File: src/rtl/counter_mod.sv
// Modulo-(LIMIT+1) up/down counter with clear, load, combinational terminal
// count for zero-latency cascading, and a registered wrap pulse.
module counter_mod #(
  parameter int WIDTH   = 4,
  parameter int RST_VAL = 0
) (
  input  logic             CLK,
  input  logic             RST,
  input  logic             EN,
  input  logic             CLR,
  input  logic             LOAD,
  input  logic [WIDTH-1:0] DIN,
  input  logic [WIDTH-1:0] LIMIT,
  input  logic             UP,
  output logic [WIDTH-1:0] Dout,
  output logic             TC,
  output logic             WRAP
);

  localparam logic [WIDTH-1:0] RESET_VALUE = WIDTH'(RST_VAL);
  localparam logic [WIDTH-1:0] ONE         = WIDTH'(1);

  logic [WIDTH-1:0] count_q, count_d;
  logic             wrap_q, wrap_d;
  logic             atTerminal;

  // An up-count wraps from anything at or above LIMIT, so loaded values
  // beyond the range fold back to zero; a down-count only wraps from zero.
  assign atTerminal = UP ? (count_q >= LIMIT) : (count_q == '0);

  assign TC = EN & ~CLR & ~LOAD & atTerminal;

  always_comb begin
    count_d = count_q;
    wrap_d  = 1'b0;
    if (CLR) begin
      count_d = '0;
    end else if (LOAD) begin
      count_d = DIN;
    end else if (EN) begin
      if (atTerminal) begin
        count_d = UP ? '0 : LIMIT;
        wrap_d  = 1'b1;
      end else begin
        count_d = UP ? (count_q + ONE) : (count_q - ONE);
      end
    end
  end

  always_ff @(posedge CLK or negedge RST) begin
    if (!RST) begin
      count_q <= RESET_VALUE;
      wrap_q  <= 1'b0;
    end else begin
      count_q <= count_d;
      wrap_q  <= wrap_d;
    end
  end

  assign Dout = count_q;
  assign WRAP = wrap_q;

endmodule

File: config.mk
export PLATFORM = sky130hd
export DESIGN_NAME = counter_mod
export DESIGN_NICKNAME = d
export VERILOG_FILES = /design/src/rtl/counter_mod.sv
export SDC_FILE = /design/constraint.sdc
export NUM_CORES = 1
export LEC_CHECK = 0
export CAP_MARGIN = 20
export CORE_MARGIN = 5
export CORE_UTILIZATION = 38
export DETAILED_ROUTE_END_ITERATION = 6
export PLACE_DENSITY = 0.73
export REMOVE_ABC_BUFFERS = 1
export SLEW_MARGIN = 10
export SYNTH_ARGS = -nofsm -noshare
export SYNTH_HDL_FRONTEND = slang
export SYNTH_SLANG_ARGS = --single-unit
export TNS_END_PERCENT = 30
File: constraint.sdc
create_clock -name CLK -period 2.2 [get_ports CLK]
set_input_delay 0.55 -clock CLK [delete_from_list [all_inputs] [get_ports CLK]]
set_output_delay 0.55 -clock CLK [all_outputs]
set_load 0.05 [all_outputs]
# After elaboration in Yosys (flattened, before gate mapping)
# Cells that the tools add are included.
dict set report totals {
  regBits 5
  inputBits 14
  out_inout_bits 6
  elab_cells 23
}
dict set report classes {
  addsub 2
  magnitude_cmp 1
  muxes 11
  bitwise 5
  n_reduce_logical 2
}
# cell count
set ops {}
lappend ops {{$mux W4} 6}
lappend ops {{$mux W1} 5}
lappend ops {{$add A4 B1 Y4 const B} 1}
lappend ops {{$ge A4 B4 Y1} 1}
lappend ops {{$logic_not A4 Y1} 1}
lappend ops {{$sub A4 B1 Y4 const B} 1}
lappend ops {{$and A1 B1 Y1} 3}
lappend ops {{$reduce_bool A3 Y1} 1}
lappend ops {{$not A1 Y1} 2}

# Logic depth before layout (Yosys ltp)
# Gate-level depths: netlist (run 1).
dict set report logic_depth {
  word_depth 6
  mapped_depth 7
  ltp_nobuf 7
}

# Least setup slack after synthesis (run 1)
# Ideal clock, no wire load.
dict set report synth_timing {
  kind {reg-to-output}
  start {register count_q[0], in the netlist Dout[0]}
  end {output port TC}
  arrival_time_ns 2.103
  slack_ns -0.453
  stages_incl_launch_ff 7
  n_path_buf 0
  cell_sequence {dfrtp_1 inv_1 ha_1 nand2b_1 a2111oi_4 nor3_1 and3_1}
}
dict set report synth_between {
  elab_chain_cells 3
  word_cells_on_any_way 4
  cone_classes {order compare: 1; mux: 1; bitwise: 1; reduce/logical: 1}
}
# item line
set synth_rtl {}
lappend synth_rtl {{start: declaration} 23} ;# logic [WIDTH-1:0] count_q, count_d;
lappend synth_rtl {{start signal: assignment} 55} ;# count_q <= count_d;
lappend synth_rtl {{$ge A4 B4 Y1 / $logic_not A4 Y1 (equally long branches)} 29} ;# assign atTerminal = UP ? (count_q >= LIMIT) : (count_q == '0);
lappend synth_rtl {{$mux W1 *} 29}
lappend synth_rtl {{$and A1 B1 Y1 *} 31} ;# assign TC = EN & ~CLR & ~LOAD & atTerminal;
lappend synth_rtl {{end: declaration} 16} ;# output logic TC,
# Every way passes the cells marked *; elsewhere a longest branch is shown, timed or not.

# Final worst setup path (run 1)
# Same ends and word-level chain as after synthesis.

==> results of run 1 <==
-- logic make-up after synthesis --
kind of cell	count (synthesis)	synth area share, %
AO/OA/AOI/OAI	19	27.1
XOR/XNOR	2	3.17
adder cells (fa/ha/maj)	7	17.2
buffers and inverters	9	6.11
flip-flops	5	22.6
multiplexers	1	2.71
AND/OR/NAND/NOR	21	21.0
-- how the worst max path moves through the flow --
stage                              startpoint  endpoint  slack, ps  cells past startpoint
after floorplan           Dout[0]$_DFFE_PN0P_        TC       -450                      6
after global routing      Dout[0]$_DFFE_PN0P_        TC       -240                      7
final                     Dout[0]$_DFFE_PN0P_        TC       -160                      7
after global placement               LIMIT[0]        TC       -690                      7
after detailed placement             LIMIT[0]        TC       -670                      7
after CTS                 Dout[0]$_DFFE_PN0P_        TC       -150                      7
-- final cells by class --
cell class,instances,area (sq um),share of cell area [%]
timing repair buffer,37,313,31.8
inverter,8,30.0,3.06
multi-input combinational,50,469,47.8
tap,15,18.8,1.91
clock buffer,4,26.3,2.68
sequential,5,125,12.7
-- flip-flops by register name, indices dropped and copies added (netlist names) --
| name | count |
|---|---|
| Dout | 4 |
| WRAP | 1 |
-- stage by stage --
| step | hold slack (ps) | setup slack (ps) | instances |
|---|---|---|---|
| final | 534 | -165 | 119 |
| after global routing | 545 | -242 | 119 |
| after CTS | 533 | -155 | 119 |
| after detailed placement | 655 | -674 | 111 |
| after global placement | 643 | -687 | 111 |
| after floorplan | 254 | -453 | 63 |
-- Yosys cell counts --
| cell type | instances |
|---|---|
| nand2_1 | 5 |
| o221a_2 | 1 |
| or3_1 | 1 |
| a21oi_1 | 7 |
| inv_1 | 8 |
| a2111oi_4 | 1 |
| nor2_2 | 1 |
| a211oi_1 | 1 |
| nor4_2 | 1 |
| nor3_1 | 2 |
| mux2_4 | 1 |
| o21ai_0 | 3 |
| nand2b_1 | 1 |
| dfrtp_1 | 5 |
| clkbuf_1 | 1 |
| xnor2_1 | 1 |
| ha_1 | 6 |
| and2_1 | 1 |
| nor3b_1 | 1 |
| a22o_1 | 2 |
| o221ai_1 | 1 |
| xor2_1 | 1 |
| nor2_1 | 4 |
| a21o_1 | 2 |
| nand2b_2 | 1 |
| or2_2 | 1 |
| and3_1 | 2 |
| fa_1 | 1 |
| a211oi_2 | 1 |
-- what timing repair did --
item                                    CTS  global route
resized for setup                        32             2
endpoints found under the setup margin    4             3
setup buffers                             4             0
pin swaps                                 7             0
-- per-layer routing --
metal | up-vias | routed length [um]
li1 | 308 | -
met1 | 312 | 765
met2 | 25 | 903
met3 | 0 | 95
met4 | 0 | 0
met5 | - | 0
-- power by group --
group / leakage [nW] / internal [mW] / switching [mW] / total [mW]
registers: 0.0665 / 0.100 / 0.00814 / 0.108
clock network: 0.0150 / 0.0686 / 0.0377 / 0.106
logic: 0.387 / 0.154 / 0.147 / 0.301
total: 0.469 / 0.323 / 0.193 / 0.516
==> flow_summary.ini, run 1 <==
[floorplanning]
rows = 13
start_util_pct = 41.5
fp.dieH_um = 48.2
coreArea_sq_um = 1330
fp.dieW_um = 48.2
io_pins = 20
die_area_sq_um = 2320

[global_route]
grt_max_degree = 9
met3_usage_pct = 1.11
antenna_found_initial = 0
grt_usage_pct = 17.2
grtUsageMet2_pct = 29.7
met1_usage_pct = 22.9
grt_pass1_vias = 608
grt_overflow_total = 0
busiest_layer = met2
grt_first_pass_wirelength_um = 2760

[final_layout]
fin_nets = 126
final_area_sq_um = 982
diodes = 0
n_fill_cell = 99
syn_to_final_growth_pct = 77.6
layout_commonest_cell = buf_4
drive_gt1_share_pct = 45.2
final_cell_mix = buf_4, clkdlybuf4s50_1, dfrtp_1, a21oi_1, nand2_1
final_util_pct = 73.6

[critical_path]
crit_type = flop to primary output
rrSetupSlack_ps = 120
cp-start-kind = flop
path_cells = inv_2 -> ha_4 -> nand2b_4 -> a2111oi_4 -> nor3_2 -> and3_1 -> buf_6
reg2reg_to = Dout[3]$_DFFE_PN0P_
reg2reg_depth = 7
endpoint_kind = primary output
crit_buf_inv = 2
slowest_delay_ps = 380
rr_startpoint = Dout[1]$_DFFE_PN0P_
path_max_fanout = 3
worst_path_max_delay_cell = dfrtp_1
critPathArrivalTime_ps = 1810
path_delay_family = simple AND/OR/NAND/NOR gates
cp.required_ps = 1650

[placement]
place_congestion = 0.840
numPortBuffers = 19
dpl_cell_area_sq_um = 858
hpwl_um = 1290

[sta]
max_slew_margin_pct = 65.9
setup_viol = 2
fin_crit_ps = 2360
post-route-period-util_pct = 107
fmax_mhz = 423
drv_slew = 0
tightest_slew_ps = 511
fin_worst_skew_ps = 3.98
hold_viol_final = 0
fin_tns_setup_ps = -189
worst_slack_ps = -165
rsz0062_at_grt = true

[clocking]
cts_sinks = 5
clkLatencyLatePin_ps = 240
htreeDepth = 1
cts_buffers = 3
clockRootBuffer = clkbuf_4
clock_path_buffers = 2
clkTransAtPathRegs_ps = 50
hold_buffers = 0
cts_tree = yes

[synthesis]
synth_cells = 64
ys_seq_area_share_pct = 22.6
yosysUniqueCellTypes = 29
syn_area_per_cell_sq_um = 8.64
yosysWarnings = 0
synth_area_leaders = dfrtp_1, ha_1, a21oi_1, inv_1, a2111oi_4
synth_top_area_cell = dfrtp_1
synth.cell_area_sq_um = 553
yosys_register_bits = 5
synth_top_area_share_pct = 22.6

[route]
drtAntennaViolNets = 0
wire_per_inst_um = 14.8
finalWirelength_um = 1760
drt_iter0_drc = 16
route.vias.total = 645
drc = 0
vias_per_cell = 5.42
dr.pass1.iters = 4

[power]
leakage_nw = 0.469
powerDensity_nw_per_um2 = 525
vdd_drop_max_v = 0.000243
power_mw = 0.516

[outcome]
violations = setup timing
status = complete, but fails checks

[job]
maxCapViolCount = 0

[hold_path]
hold_path.class = input pin to async pin
Power figures use the tool's default switching activity.
==> inputs of run 2 (changes only) <==
- GPL_ROUTABILITY_DRIVEN: default -> 1
==> results of run 2 <==
No change in the layout: final DEF, timing and power equal those of run 1.
==> inputs of run 3 (changes only) <==
- SLEW_MARGIN: 10 -> default
==> results of run 3 <==
No change in the layout: final DEF, timing and power equal those of run 1.
